===== src/rtl/microwave_pkg.sv =====
// Shared definitions for the microwave keypad front end: scanner states,
// keypad geometry and the (row, col) -> key code map.
package microwave_pkg;

  localparam int ROWS = 4;
  localparam int COLS = 3;

  typedef enum logic [1:0] {
    ST_SCAN,
    ST_DEBOUNCE,
    ST_EMIT,
    ST_RELEASE
  } state_t;

  localparam logic [3:0] KEY_STAR = 4'd10;
  localparam logic [3:0] KEY_HASH = 4'd11;

  // Flattened map, entry (r*COLS + c) holds the key code; entry 0 is the low nibble.
  localparam logic [ROWS*COLS*4-1:0] KEY_MAP = {
    KEY_HASH, 4'd0, KEY_STAR,   // r3
    4'd9,     4'd8, 4'd7,       // r2
    4'd6,     4'd5, 4'd4,       // r1
    4'd3,     4'd2, 4'd1        // r0
  };

  function automatic logic [3:0] key_code(input logic [1:0] r, input logic [1:0] c);
    return KEY_MAP[(int'(r) * COLS + int'(c)) * 4 +: 4];
  endfunction

endpackage


===== src/rtl/keypad_scanner_row_sync.sv =====
// Two-flop synchronizer for the asynchronous row returns; clears to all-ones
// so reset looks like "no key pressed".
module row_sync
  import microwave_pkg::*;
(
  input  logic            clk,
  input  logic            clearn,
  input  logic [ROWS-1:0] d,
  output logic [ROWS-1:0] q
);

  logic [ROWS-1:0] meta;

  always_ff @(posedge clk or negedge clearn) begin
    if (!clearn) begin
      meta <= '1;
      q    <= '1;
    end else begin
      meta <= d;
      q    <= meta;
    end
  end

endmodule


===== src/rtl/keypad_scanner.sv =====
// 4x3 matrix keypad scanner: column scan, press/release debounce, and a
// registered single-cycle pulse per accepted key.
module keypad_scanner
  import microwave_pkg::*;
#(
  parameter int SCAN_DIV       = 4,
  parameter int DEBOUNCE_SCANS = 3
) (
  input  logic            clk,
  input  logic            clearn,
  input  logic [ROWS-1:0] row_n,
  output logic [COLS-1:0] col_n,
  output logic [9:0]      keypad,
  output logic            key_star,
  output logic            key_hash
);

  localparam int DIV_W = (SCAN_DIV > 1) ? $clog2(SCAN_DIV) : 1;
  localparam int CNT_W = $clog2(DEBOUNCE_SCANS + 1);
  localparam logic [DIV_W-1:0] DWELL_LAST = DIV_W'(SCAN_DIV - 1);
  localparam logic [CNT_W-1:0] CNT_LAST   = CNT_W'(DEBOUNCE_SCANS - 1);

  logic [ROWS-1:0]  rows_s, rows_low;
  state_t           state, state_d;
  logic [1:0]       col, col_d, col_next;
  logic [DIV_W-1:0] dwell, dwell_d;
  logic [CNT_W-1:0] match, match_d, rel, rel_d;
  logic [1:0]       row_lat, row_lat_d, row_enc;
  logic             tick, single, idle, emit;
  logic [3:0]       code;
  logic [9:0]       keypad_d;
  logic             star_d, hash_d;

  row_sync u_sync (
    .clk    (clk),
    .clearn (clearn),
    .d      (row_n),
    .q      (rows_s)
  );

  always_comb begin
    rows_low = ~rows_s;
    idle     = (rows_low == '0);
    single   = !idle && ((rows_low & (rows_low - 4'd1)) == '0);
    row_enc  = 2'd0;
    for (int i = 0; i < ROWS; i++)
      if (rows_low[i]) row_enc = 2'(i);
    tick     = (dwell == DWELL_LAST);
    col_next = (col == 2'(COLS - 1)) ? 2'd0 : col + 2'd1;
  end

  always_comb begin
    state_d   = state;
    col_d     = col;
    match_d   = match;
    rel_d     = rel;
    row_lat_d = row_lat;
    emit      = 1'b0;
    dwell_d   = tick ? '0 : dwell + 1'b1;
    case (state)
      ST_SCAN: if (tick) begin
        if (single) begin
          row_lat_d = row_enc;
          match_d   = CNT_W'(1);
          if (DEBOUNCE_SCANS <= 1) begin
            state_d = ST_EMIT;
            emit    = 1'b1;
          end else begin
            state_d = ST_DEBOUNCE;
          end
        end else begin
          col_d = col_next;
        end
      end
      ST_DEBOUNCE: if (tick) begin
        if (single && row_enc == row_lat) begin
          if (match == CNT_LAST) begin
            state_d = ST_EMIT;
            emit    = 1'b1;
            match_d = '0;
          end else begin
            match_d = match + 1'b1;
          end
        end else begin
          state_d = ST_SCAN;
          col_d   = col_next;
          match_d = '0;
        end
      end
      ST_EMIT: begin
        // Restart the dwell so release sampling gets full-length dwells.
        state_d = ST_RELEASE;
        rel_d   = '0;
        dwell_d = '0;
      end
      ST_RELEASE: if (tick) begin
        if (idle) begin
          if (rel == CNT_LAST) begin
            state_d = ST_SCAN;
            col_d   = col_next;
            rel_d   = '0;
          end else begin
            rel_d = rel + 1'b1;
          end
        end else begin
          rel_d = '0;
        end
      end
      default: state_d = ST_SCAN;
    endcase

    code     = key_code(row_lat_d, col);
    keypad_d = (emit && code <= 4'd9) ? (10'd1 << code) : '0;
    star_d   = emit && (code == KEY_STAR);
    hash_d   = emit && (code == KEY_HASH);
  end

  always_ff @(posedge clk or negedge clearn) begin
    if (!clearn) begin
      state    <= ST_SCAN;
      col      <= 2'd0;
      dwell    <= '0;
      match    <= '0;
      rel      <= '0;
      row_lat  <= 2'd0;
      col_n    <= 3'b110;
      keypad   <= '0;
      key_star <= 1'b0;
      key_hash <= 1'b0;
    end else begin
      state    <= state_d;
      col      <= col_d;
      dwell    <= dwell_d;
      match    <= match_d;
      rel      <= rel_d;
      row_lat  <= row_lat_d;
      col_n    <= ~(3'b001 << col_d);
      keypad   <= keypad_d;
      key_star <= star_d;
      key_hash <= hash_d;
    end
  end

endmodule

===== config.mk =====
export PLATFORM = sky130hd
export DESIGN_NAME = keypad_scanner
export DESIGN_NICKNAME = d
export VERILOG_FILES = /design/src/rtl/microwave_pkg.sv /design/src/rtl/keypad_scanner_row_sync.sv /design/src/rtl/keypad_scanner.sv
export SDC_FILE = /design/constraint.sdc
export NUM_CORES = 1
export LEC_CHECK = 0
export ABC_AREA = 1
export BUFFER_PORTS_ARGS = -buffer_cell sky130_fd_sc_hd__buf_2
export CAP_MARGIN = 20
export CELL_PAD_IN_SITES_DETAIL_PLACEMENT = 0
export CELL_PAD_IN_SITES_GLOBAL_PLACEMENT = 2
export CORE_MARGIN = 2
export CORE_UTILIZATION = 35
export DETAILED_ROUTE_END_ITERATION = 8
export PLACE_DENSITY_LB_ADDON = 0.1
export SYNTH_ARGS = -nofsm -noshare
export SYNTH_HDL_FRONTEND = slang
export SYNTH_HIERARCHICAL = 1
export SYNTH_SLANG_ARGS = --single-unit

===== constraint.sdc =====
create_clock -name clk -period 3.6 [get_ports clk]
set_input_delay 0.72 -clock clk [delete_from_list [all_inputs] [get_ports clk]]
set_output_delay 0.72 -clock clk [all_outputs]
set_load 0.02 [all_outputs]

---- Yosys cells after proc, flatten, opt, wreduce, memory -nomap -nowiden ----
Index checks and enable logic that the tools add are counted.
word-level totals
  memory bits (writable) .................. 0
  memories kept ........................... 0
  bits in latches ......................... 0
  bits in registers ....................... 35
  ROM bits ................................ 0
  output and inout port bits .............. 15
  word-level logic and storage cells ...... 96
  input port bits ......................... 6
cells by class
  magnitude comparators ................... 1
  bitwise operators ....................... 3
  equal/unequal tests ..................... 17
  shifts and indexed selects .............. 3
  multiply operators ...................... 1
  reductions and logical operators ........ 14
  mux-type cells .......................... 39
  div/mod/pow operators ................... 0
  add/sub/neg operators ................... 6
operator list
  cell                                                        number
  2-to-1 mux 2 bit                                            29
  variable part select 48 x 8 -> 4 bit, first input constant  1
  == test 2 bit, second input constant                        6
  != test 2 bit, second input constant                        6
  2-to-1 mux 10 bit                                           1
  << shifter 1 x 4 -> 10 bit, first input constant            1
  adder 2 x 1 -> 2 bit, second input constant                 4
  == test 4 bit, second input constant                        2
  zero test 4 bit                                             2
  case mux 2 bit (2 select lines)                             2
  case mux 2 bit (4 select lines)                             1
  AND reduction 7 bit                                         1
  case mux 2 bit (3 select lines)                             1
  adder 4 x 2 -> 5 bit                                        1
  logical AND 1 bit                                           5
  2-to-1 mux 1 bit                                            5
  AND 4 bit                                                   1
  <= comparator 4 bit, second input constant                  1
  multiplier 2 x 2 -> 4 bit, second input constant            1
  NOT 4 bit                                                   1
  AND reduction 4 bit                                         1
  nonzero test 2 bit                                          2
  subtractor 4 x 1 -> 4 bit, second input constant            1
  != test 3 bit, second input constant                        1
  other kinds (7)                                             7

---- Depth between registers and ports, before layout ----
Gate-level depths: netlist (run 1).
  word-level depth ........................ 14
  depth in mapped cells ................... 19
  gate-level depth less buffers ........... 19

---- Modules after synthesis ----
The synthesis (run 1) kept the hierarchy.
by module, submodules not included
  module          area an instance (um^2)  times used  cells each  seq. area each (um^2)
  keypad_scanner  1605.3                   1           202         678.2
  row_sync        210.2                    1           8           210.2

---- Least setup slack after synthesis (run 1) ----
No wires, ideal clock.
  path type ............................... flip-flop to flip-flop
  from .................................... reg u_sync.q[1]
  to ...................................... reg keypad[2]
  required time ........................... 3531 ps
  clock period less this slack ............ 3178 ps
  slack ................................... 422 ps
  data arrival time ....................... 3108 ps
  stages on the path, launching flop included .. 19
  path through ............................ dfstp_2 > nand2_1 > inv_1 > nand2_1 > a21oi_4 > nand3_2 > o21ai_2 > xnor2_1 > inv_1 > ha_1 > ha_1 > inv_1 > fa_1 > inv_1 > a21oi_1 > o21ai_0 > nand4_2 > or2_4 > nor2_2
between the ends
  word-level cells in the longest chain between the ends .. 14
ends and longest elaborated chain
  element                                   RTL line                       text
  start, declared                           keypad_scanner_row_sync.sv:9   output logic [ROWS-1:0] q
  start signal, assigned                    keypad_scanner_row_sync.sv:20  q <= meta;
  NOT 4 bit (*)                             keypad_scanner.sv:42           rows_low = ~rows_s;
  subtractor 4 x 1 -> 4 bit                 keypad_scanner.sv:44           single = !idle && ((rows_low & (rows_low - 4'd1)) == '0);
  AND 4 bit                                 keypad_scanner.sv:44
  zero test 4 bit                           keypad_scanner.sv:44
  logical AND 1 bit (*)                     keypad_scanner.sv:44
  2-to-1 mux 2 bit (*)                      keypad_scanner.sv:62           if (single) begin
  2-to-1 mux 2 bit (*)                      keypad_scanner.sv:61           ST_SCAN: if (tick) begin
  2-to-1 mux 2 bit (*)                      keypad_scanner.sv:60           case (state)
  via row_lat_d[1]                          keypad_scanner.sv:28           logic [1:0] row_lat, row_lat_d, row_enc;
  multiplier 2 x 2 -> 4 bit (*)             microwave_pkg.sv:27            return KEY_MAP[(int'(r) * COLS + int'(c)) * 4 +: 4];
  adder 4 x 2 -> 5 bit (*)                  microwave_pkg.sv:27
  variable part select 48 x 8 -> 4 bit (*)  microwave_pkg.sv:27
  <= comparator 4 bit                       keypad_scanner.sv:113          keypad_d = (emit && code <= 4'd9) ? (10'd1 << code) : '0;
  logical AND 1 bit                         keypad_scanner.sv:113
  2-to-1 mux 10 bit (*)                     keypad_scanner.sv:113
  via keypad_d[2]                           keypad_scanner.sv:31           logic [9:0] keypad_d;
  end signal, assigned                      keypad_scanner.sv:138          keypad <= keypad_d;
  end, declared                             keypad_scanner.sv:13           output logic [9:0] keypad,
Mark *: on every way through the listed nets, which the timed path passes. The rest lies on a longest branch.
A chain may end at the register's enable or synchronous reset.

---- Final worst setup path (run 1) ----
  from .................................... reg u_sync.q[2]
  to ...................................... reg keypad[5]
between the ends
  word-level cells in the longest chain between the ends .. 14
ends and longest elaborated chain
  element                                   RTL line
  NOT 4 bit (*)                             keypad_scanner.sv:42
  subtractor 4 x 1 -> 4 bit                 keypad_scanner.sv:44
  AND 4 bit                                 keypad_scanner.sv:44
  zero test 4 bit                           keypad_scanner.sv:44
  logical AND 1 bit                         keypad_scanner.sv:44
  2-to-1 mux 2 bit (*)                      keypad_scanner.sv:62
  2-to-1 mux 2 bit (*)                      keypad_scanner.sv:61
  2-to-1 mux 2 bit (*)                      keypad_scanner.sv:60
  via row_lat_d[1]                          keypad_scanner.sv:28
  multiplier 2 x 2 -> 4 bit (*)             microwave_pkg.sv:27
  adder 4 x 2 -> 5 bit (*)                  microwave_pkg.sv:27
  variable part select 48 x 8 -> 4 bit (*)  microwave_pkg.sv:27
  <= comparator 4 bit                       keypad_scanner.sv:113
  logical AND 1 bit                         keypad_scanner.sv:113
  2-to-1 mux 10 bit (*)                     keypad_scanner.sv:113
  via keypad_d[5]                           keypad_scanner.sv:31
Marked as above.

==> results.toml, run 1 <==
[timing]
fin_crit_ps = 3390
final-setup-viol-count = 0
fin_ws_ps = 211
timing.final.crit_share_pct = 94.1
slew_headroom_pct = 49.3
worstMarginPinSlew_ps = 761
fmax_mhz = 295
skew_ps = 6.86
drv_slew = 0
hold_viol_final = 0

[routing]
drt_first_pass_iters = 4
drcViolationCount = 0
route.vias.total = 1473
drtAntennaViolNets = 0
wl_per_cell_um = 13.0
via_per_inst = 4.72
dr.max_layer_used = "met4"
wl_met2_um = 1950
dr.first_iter.drc_count = 49
wl_met1_um = 1850
route.met3.wl_um = 192
wirelength_um = 4050

[cells_and_area]
area_delta_synth_final_pct = 21.5
multi_input_area_sq_um = 865
fillCellCount = 513
seqCellArea_sq_um = 888
finalInstanceArea_sq_um = 2210
drive_above_1_share_pct = 29.3
antennaDiodeCount = 0
fin_util_pct = 43.7
fin_cells = 312
nets = 256

[critical_path]
end_kind = "flip-flop"
critPathLaunchType = "flip-flop"
critPathBufInv = 4
cp_top_family = "simple AND/OR/NAND/NOR gates"
critical_path.cell_chain = "nand2_4, inv_4, nand2_4, a21oi_4, nand3_4, nand2_2, o21ai_4, xnor2_1, inv_1, ha_4, ha_2, inv_1, fa_1, inv_2, a21oi_2, o21ai_2, nor2_1, nand4_1, nor2_1"
crit_arrival_ps = 3590
r2r_start = "u_sync/q[2]"
path_class = "reg -> reg"
startpoint = "u_sync/q[2]"
path_max_fanout = 6
cp_slowest_stage_delay_ps = 590
cp.required_ps = 3800
cpMaxStageDelayCell = "dfstp_2"

[synthesis]
synth_nets = 225
yosysWarnings = 6
avgSynthCellArea_sq_um = 8.65
synth_ff_type = "dfrtp_1"
ys_ff_latch = 35
synthArstFlopShare_pct = 100
synth.cell_area_sq_um = 1820
synth_edf_count = 0
yosysSeqAreaShare_pct = 48.9
synthCells = 210
synth_cell_types = 33

[place]
port_buffers = 20
post-place-cells = 300
dpl.hpwl_um = 3030
place_area_sq_um = 2010
place.gp.congestion = 0.773
place_ws_ps = 65.2

[floorplan]
initial_core_util_pct = 36.0
rows = 26
die_w_um = 76.0
io_pins = 21
die_h_um = 76.0
dieArea_sq_um = 5780
core_sq_um = 5040

[power_and_ir_drop]
power.leakage_nw = 1.11
power_density_nw_per_um2 = 805
vdd_drop_max_mv = 0.509

[clocking]
cts_sinks = 35
cts_buffers = 5
path_clk_slew_ps = 70
cts-root-buf = "clkbuf_8"
cts_tree = "done"
ctsHoldBuffers = 0
cts-htree-levels = 2
worstSkewPairLatency_ps = 280
clock_path_buffers = 2

[global_route]
antenna_found_initial = 0
grt_pass1_vias = 1524
grt_remaining_overflow = 0
grt_max_degree = 36
track_usage_pct = 15.5
grt_pass1_wl_um = 7130

[worst_hold_path]
holdCritStartpoint = "u_sync/meta[2]"
holdCritPathClass = "reg -> reg"

[run]
drv_cap = 0

[outcome]
status = "finished, final reports clean"
==> routing by layer <==
layer | global-route usage (%) | vias to the layer above
li1 | - | 728
met1 | 19.6 | 709
met2 | 25.4 | 30
met3 | 4.74 | 6
met4 | 4.91 | 0
met5 | 0 | -
==> area by class of cell <==
cell class / count / share of cell area (%)
clock buffers: 7 / 3.46
clock inverters: 1 / 0.227
inverters: 33 / 5.73
multi-input cells: 140 / 39.2
flip-flops and latches: 35 / 40.3
well taps: 70 / 3.97
repair buffers: 26 / 7.15
==> Yosys cell counts, types with 2 or more instances <==
library cell	number	area share (%)
nand2_1	46	9.5
inv_1	31	6.4
dfrtp_1	25	34
nor2_1	20	4.1
nand3_1	13	3.6
dfstp_2	10	14
ha_1	8	5.5
a21oi_1	7	1.9
nor2_2	6	2.1
nand4_1	5	1.7
nor3_1	5	1.4
o21ai_0	5	1.4
o21ai_1	3	0.83
nand2_4	2	1.2
nor2_4	2	1.2
o211ai_1	2	0.83
o21ai_2	2	0.97
o22ai_1	2	0.69
o31ai_1	2	0.83
==> final timing paths <==
kind                            cells past startpoint           to  slack (ps)
worst max-delay path                               19    keypad[5]         210
worst min-delay path                                0  u_sync/q[2]         360
worst max register to register                     19    keypad[5]         210
worst min register to register                      0  u_sync/q[2]         360
max in group asynchronous                           1    keypad[6]        2600
min in group asynchronous                           1    async pin         520
==> sequential cells by signal, summed over array words and instances, names as in the netlist, 2 cells and up, named ones only <==
| signal | flops |
|---|---|
| col | 2 |
| col_n | 3 |
| row_lat | 2 |
| u_sync/q | 4 |
| match | 2 |
| rel | 2 |
| dwell | 2 |
| u_sync/meta | 4 |
| keypad | 10 |
==> placed cells by master, fill, tap and decap left out, drive strengths merged <==
master	netlist	layout
nand3	14	14
o21a	1	1
dfstp	10	10
nor3	5	5
a21oi	8	8
nor2	28	28
o31ai	2	2
o21ai	10	10
inv	32	33
clkinv	1	1
o22ai	2	2
xnor2	1	1
xor2	1	1
or2	1	1
nand2b	1	1
o211ai	2	2
nand4	6	6
dfrtp	25	25
nand2	49	49
buf	1	26
ha	8	8
clkbuf	1	7
fa	1	1
==> power breakdown <==
group	leakage [nW]	switching (W)	internal (W)
clock network	0.0422	0.000128	0.000136
registers	0.437	0.0000584	0.000458
logic	0.636	0.000657	0.000337
==> logic make-up after synthesis <==
| family | after synthesis | share of synthesized area [%] |
|---|---|---|
| AOI/OAI and AO/OA | 25 | 8.75 |
| xor gates and xnor gates | 2 | 0.965 |
| adders and majority gates | 9 | 6.62 |
| buffers and inverters | 35 | 7.44 |
| DFF | 35 | 48.9 |
| and+or+nand+nor | 104 | 27.3 |
==> timing repair <==
action / 4_1_cts / 5_1_grt
gates resized for setup: 0 / 17
setup buffers: 0 / 4
setup endpoints to repair: 0 / 12
==> metrics by stage <==
step,hold slack [ps],setup TNS [ps],total power (W)
6_report,355,0,0.00177
5_1_grt,360,-13.4,0.00197
4_1_cts,357,0,0.00167
3_5_place_dp,348,0,0.00139
3_3_place_gp,346,0,0.00136
2_1_floorplan,345,0,0.00116
Power figures use the tool's default switching activity.
==> run 2, diff against run 1 <==
Settings changed: SETUP_SLACK_MARGIN set to 0.5, TNS_END_PERCENT set to 30.
==> run 2 against run 1 <==
Worst setup slack better by 160 ps; sequential share of layout area is 0.76 points lower; non-clock buffer count is 3 higher; global-route usage is 0.11 points lower.
==> results.toml, run 2 (synthesized netlist as in run 1, its figures left out) <==
[outcome]
status = "finished, final reports clean"

[clocking]
cts_tree = "done"
cts_sinks = 35
cts-htree-levels = 2
cts_buffers = 5
worstSkewPairLatency_ps = 290
clock_path_buffers = 2
path_clk_slew_ps = 80
cts-root-buf = "clkbuf_8"

[critical_path]
startpoint = "u_sync/q[2]"
path_max_fanout = 6
end_kind = "flip-flop"
critical_path.cell_chain = "nand2_4, clkinv_4, nand2_4, a21oi_4, nand3_4, o21ai_4, xnor2_1, inv_1, ha_4, ha_4, inv_2, fa_1, inv_2, a21oi_2, o21ai_2, nor2_1, nand4_1, nor2_1"
cpMaxStageDelayCell = "dfstp_2"
cp.required_ps = 3810
critPathBufInv = 4
r2r_start = "u_sync/q[2]"
path_class = "reg -> reg"
crit_arrival_ps = 3440
critPathLaunchType = "flip-flop"
cp_top_family = "adder cells"
cp_slowest_stage_delay_ps = 580

[floorplan]
die_h_um = 76.0
rows = 26
io_pins = 21
die_w_um = 76.0
dieArea_sq_um = 5780
core_sq_um = 5040
initial_core_util_pct = 36.0

[timing]
fmax_mhz = 310
fin_ws_ps = 370
setup_tns_ps = 0
worstMarginPinSlew_ps = 758
timing.final.crit_share_pct = 89.7
drv_slew = 0
rsz0062_at_grt = "true"
hold_viol_final = 0
final-setup-viol-count = 0
hold_ws_ps = 358
fin_crit_ps = 3230
skew_ps = 5.97
slew_headroom_pct = 49.5

[cells_and_area]
fillCellCount = 512
regMostFlops = "keypad"
nets = 259
antennaDiodeCount = 0
layout_commonest_cell = "nand2_1"
area_delta_synth_final_pct = 23.8
top_regs = "keypad: 10 flops, u_sync/meta: 4 flops, u_sync/q: 4 flops"
layout_common_cells = "nand2_1 (40), inv_1 (27), dfrtp_1 (25), nor2_1 (20), buf_2 (20)"
largest_reg_flops = 10
finalInstanceArea_sq_um = 2250
drive_above_1_share_pct = 33.5

[routing]
drcViolationCount = 0
via_per_inst = 4.68
drtAntennaViolNets = 0
route.vias.total = 1473
drt_first_pass_iters = 4
wirelength_um = 4030
wl_per_cell_um = 12.8
dr.first_iter.drc_count = 137

[power_and_ir_drop]
power_w = 0.00186
power_density_nw_per_um2 = 829
power.leakage_nw = 1.13
p_sw_w = 0.000890
power_frac_comb_pct = 57.0
intPower_w = 0.000973
vdd_drop_max_mv = 0.522
p_sw_share_pct = 47.8
clockPowerShare_pct = 15.4
power_frac_seq_pct = 27.6

[place]
place_area_sq_um = 2030
dpl.hpwl_um = 2970
port_buffers = 20
place.gp.congestion = 0.747
place_ws_ps = 145

[global_route]
grt_remaining_overflow = 0
track_usage_pct = 15.4
antenna_found_initial = 0
grt_max_degree = 36
grt_pass1_vias = 1468
grt_pass1_wl_um = 6930

[worst_hold_path]
holdCritPathClass = "reg -> reg"
holdCritStartpoint = "u_sync/meta[3]"

[run]
drv_cap = 0
run 2: cell count changes in the layout (fill, tap and decap cells not counted), moves of 2 or more:
cell	previous run	this run
nand2_1	43	40
inv_2	2	5
buf_4	5	9
inv_1	30	27
nand2_2	2	4
clkinvlp_4	0	2
clkbuf_1	2	0
run 2: power by group through the flow:
stage | Combinational [W] | Clock, W | Sequential (W)
floorplan | 0.000713 | 0 | 0.000521
CTS | 0.00101 | 0.000298 | 0.000513
global route | 0.00123 | 0.000323 | 0.000525
detailed placement | 0.000940 | 0 | 0.000517
finish | 0.00106 | 0.000288 | 0.000514
global placement | 0.000914 | 0 | 0.000516
run 2: layout make-up:
class | count | area (sq um) | area share [%]
clock buffers | 5 | 68.8 | 3.06
flip-flops and latches | 35 | 888 | 39.5
repair buffers | 29 | 168 | 7.46
well taps | 70 | 87.6 | 3.90
multi-input cells | 140 | 887 | 39.5
clock inverters | 3 | 20.0 | 0.890
inverters | 33 | 129 | 5.73
run 2: routing by layer:
layer  vias to the layer above  track usage (%)  routed length [um]
met4                         0             4.91                  46
met1                       701             18.9                1720
met5                         -                0                   0
met2                        36             26.4                2040
li1                        731                -                   -
met3                         5             4.15                 230
run 2: repair_timing:
item                                   CTS  global route
hold buffers                             0             0
resized for setup                        9             8
endpoints found under the hold margin    0             0
setup endpoints to repair               12            12
pin swaps                               10             6
setup buffers                            4             3
run 2: final timing paths:
path	end	slack, ps	depth (start not counted)
max	keypad[4]	370	18
min	u_sync/q[3]	360	0
max reg2reg	keypad[4]	370	18
min reg2reg	u_sync/q[3]	360	0
max in group asynchronous	row_lat[0]	2610	1
min in group asynchronous	keypad[3]	500	1
run 2: metrics by stage:
| stage | instances | utilization (%) |
|---|---|---|
| final | 315 | 44.6 |
| after global placement | 300 | 40.3 |
| after global routing | 315 | 44.6 |
| after CTS | 312 | 43.5 |
| after floorplan | 210 | - |
| after detailed placement | 300 | 40.3 |
==> run 3, diff against run 2 <==
--- a/config.mk
+++ b/config.mk
@@ -7,11 +7,11 @@
 export LEC_CHECK = 0
 export ABC_AREA = 1
-export BUFFER_PORTS_ARGS = -buffer_cell sky130_fd_sc_hd__buf_2
 export CAP_MARGIN = 20
 export CELL_PAD_IN_SITES_DETAIL_PLACEMENT = 0
 export CELL_PAD_IN_SITES_GLOBAL_PLACEMENT = 2
 export CORE_MARGIN = 2
-export CORE_UTILIZATION = 35
+export CORE_UTILIZATION = 38
 export DETAILED_ROUTE_END_ITERATION = 8
+export DONT_BUFFER_PORTS = 1
 export PLACE_DENSITY_LB_ADDON = 0.1
 export SETUP_SLACK_MARGIN = 0.5
==> constraint.sdc (replaced) <==
create_clock -name clk -period 3.6 [get_ports clk]
set_input_delay 0.36 -clock clk [delete_from_list [all_inputs] [get_ports clk]]
set_output_delay 0.36 -clock clk [all_outputs]
set_load 0.02 [all_outputs]
==> run 3 against run 2 <==
Sequential share of layout area grew 1.5 points; critical path type unchanged; maximum frequency shrank 1.7%; combinational power shrank 8%.
==> results.toml, run 3 (synthesized netlist as in run 1, its figures left out) <==
[run]
drv_cap = 0

[cells_and_area]
nets = 243
finalInstanceArea_sq_um = 2170
layout_common_cells = "nand2_1 (40), inv_1 (28), dfrtp_1 (25), nor2_1 (20), nand3_1 (13)"
drive_above_1_share_pct = 27.1
area_delta_synth_final_pct = 19.4
fillCellCount = 448
regMostFlops = "keypad"
top_regs = "keypad: 10 flops, u_sync/meta: 4 flops, u_sync/q: 4 flops"
largest_reg_flops = 10
antennaDiodeCount = 0
layout_commonest_cell = "nand2_1"

[floorplan]
dieArea_sq_um = 5350
die_w_um = 73.1
io_pins = 21
core_sq_um = 4660
rows = 25
die_h_um = 73.1
initial_core_util_pct = 39.0

[critical_path]
reg2reg_to = "keypad[3]"
r2r_cells = 19
crit_arrival_ps = 3500
cp.required_ps = 3820
path_max_fanout = 6
path_class = "reg -> reg"
r2r_start = "u_sync/q[2]"
critPathLaunchType = "flip-flop"
r2r_slack_ps = 320
end_kind = "flip-flop"

[global_route]
grt_max_degree = 36
grt_pass1_vias = 1408
grt_remaining_overflow = 0
track_usage_pct = 16.8
grt_pass1_wl_um = 6730
antenna_found_initial = 0

[timing]
worstMarginPinSlew_ps = 466
slew_headroom_pct = 68.7
rsz0062_at_grt = "true"
skew_ps = 4.43
drv_slew = 0
final-setup-viol-count = 0
timing.final.crit_share_pct = 91.2
hold_viol_final = 0
hold_ws_ps = 67.8
fmax_mhz = 304
setup_tns_ps = 0
fin_crit_ps = 3280

[routing]
drt_first_pass_iters = 4
route.vias.total = 1390
wirelength_um = 3870
drcViolationCount = 0
wl_per_cell_um = 13.7
dr.first_iter.drc_count = 46
via_per_inst = 4.91
drtAntennaViolNets = 0

[power_and_ir_drop]
clockPowerShare_pct = 18.9
power_w = 0.00187
intPower_w = 0.00101
p_sw_share_pct = 46.1
power.leakage_nw = 1.06
power_density_nw_per_um2 = 861
power_frac_seq_pct = 28.6
vdd_drop_max_mv = 0.525
power_frac_comb_pct = 52.4
p_sw_w = 0.000860

[clocking]
path_clk_slew_ps = 70
cts_sinks = 35
cts-htree-levels = 2
cts_tree = "done"
cts-root-buf = "clkbuf_8"
cts_buffers = 5
clock_path_buffers = 2
worstSkewPairLatency_ps = 290

[worst_hold_path]
holdCritPathClass = "in -> reg"
holdCritStartpoint = "row_n[1]"
hold_depth = 0
holdPathEnd = "u_sync/meta[1]"

[outcome]
status = "finished, final reports clean"

[place]
port_buffers = 0
place.gp.congestion = 0.820
place_area_sq_um = 1910
dpl.hpwl_um = 2880
==> run 3: cell types whose count changed in the layout (fill, tap and decap cells not counted), sizes merged <==
cell,change
buf,-17
dlygate4sd3,+1
bufinv,+1
inv,+1
clkinvlp,-2
==> run 3: cell type report <==
cell class	instances	area (sq um)	area share (%)
clock buffers	5	68.8	3.17
flip-flops and latches	35	888	41.0
repair buffers	13	113	5.19
multi-input cells	140	860	39.6
well taps	54	67.6	3.12
clock inverters	3	42.5	1.96
inverters	33	129	5.94
==> run 3: power groups by stage <==
stage | Clock, W | Combinational (W) | Sequential (W)
3_3_place_gp | 0 | 0.000868 | 0.000536
2_1_floorplan | 0 | 0.000713 | 0.000521
6_report | 0.000354 | 0.000979 | 0.000534
4_1_cts | 0.000362 | 0.000973 | 0.000534
5_1_grt | 0.000379 | 0.00110 | 0.000544
3_5_place_dp | 0 | 0.000894 | 0.000537
==> run 3: layer usage <==
layer,track usage (%),wire length [um],vias up
met3,3.73,76,8
met2,26.8,1910,16
li1,-,-,701
met4,6.58,85,0
met1,22.0,1790,665
met5,0,0,-
==> run 3: critical path, cell delays in order (launching register included) <==
cell and delay (ps):
dfstp_2 580, nand2_4 80, clkinv_4 60, nand2_4 50, a21oi_4 170, nand3_4 150
nand2_4 120, o21ai_4 60, xnor2_1 160, inv_1 60, ha_1 280, ha_2 170
inv_2 30, fa_1 460, inv_2 140, a21oi_2 70, o21ai_2 70, nand4_2 110
or2_4 290, nor2_2 90
==> run 3: per-stage QoR <==
step / setup slack (ps) / std cells / util (%)
floorplan: 477 / 210 / -
global placement: 265 / 264 / 41.0
detailed placement: 170 / 264 / 41.0
CTS: 308 / 279 / 45.8
global route: 98.8 / 283 / 46.5
finish: 316 / 283 / 46.5
==> run 3: worst max path at each step <==
stage	startpoint	to	slack, ps	cells past startpoint
6_report	u_sync/q[2]	keypad[3]	320	19
5_1_grt	u_sync/q[2]	keypad[6]	100	19
4_1_cts	u_sync/q[2]	keypad[3]	310	18
3_5_place_dp	u_sync/q[3]	keypad[6]	170	16
3_3_place_gp	u_sync/q[3]	keypad[4]	270	17
2_1_floorplan	u_sync/q[3]	keypad[4]	480	17
==> run 3: what timing repair did <==
| item | CTS | global route |
|---|---|---|
| gates resized for setup | 10 | 3 |
| pin swaps | 5 | 5 |
| hold buffers | 2 | 0 |
| endpoints found under the setup margin | 12 | 12 |
| cloned | 0 | 0 |
| setup buffers | 5 | 4 |
| endpoints found under the hold margin | 35 | 0 |
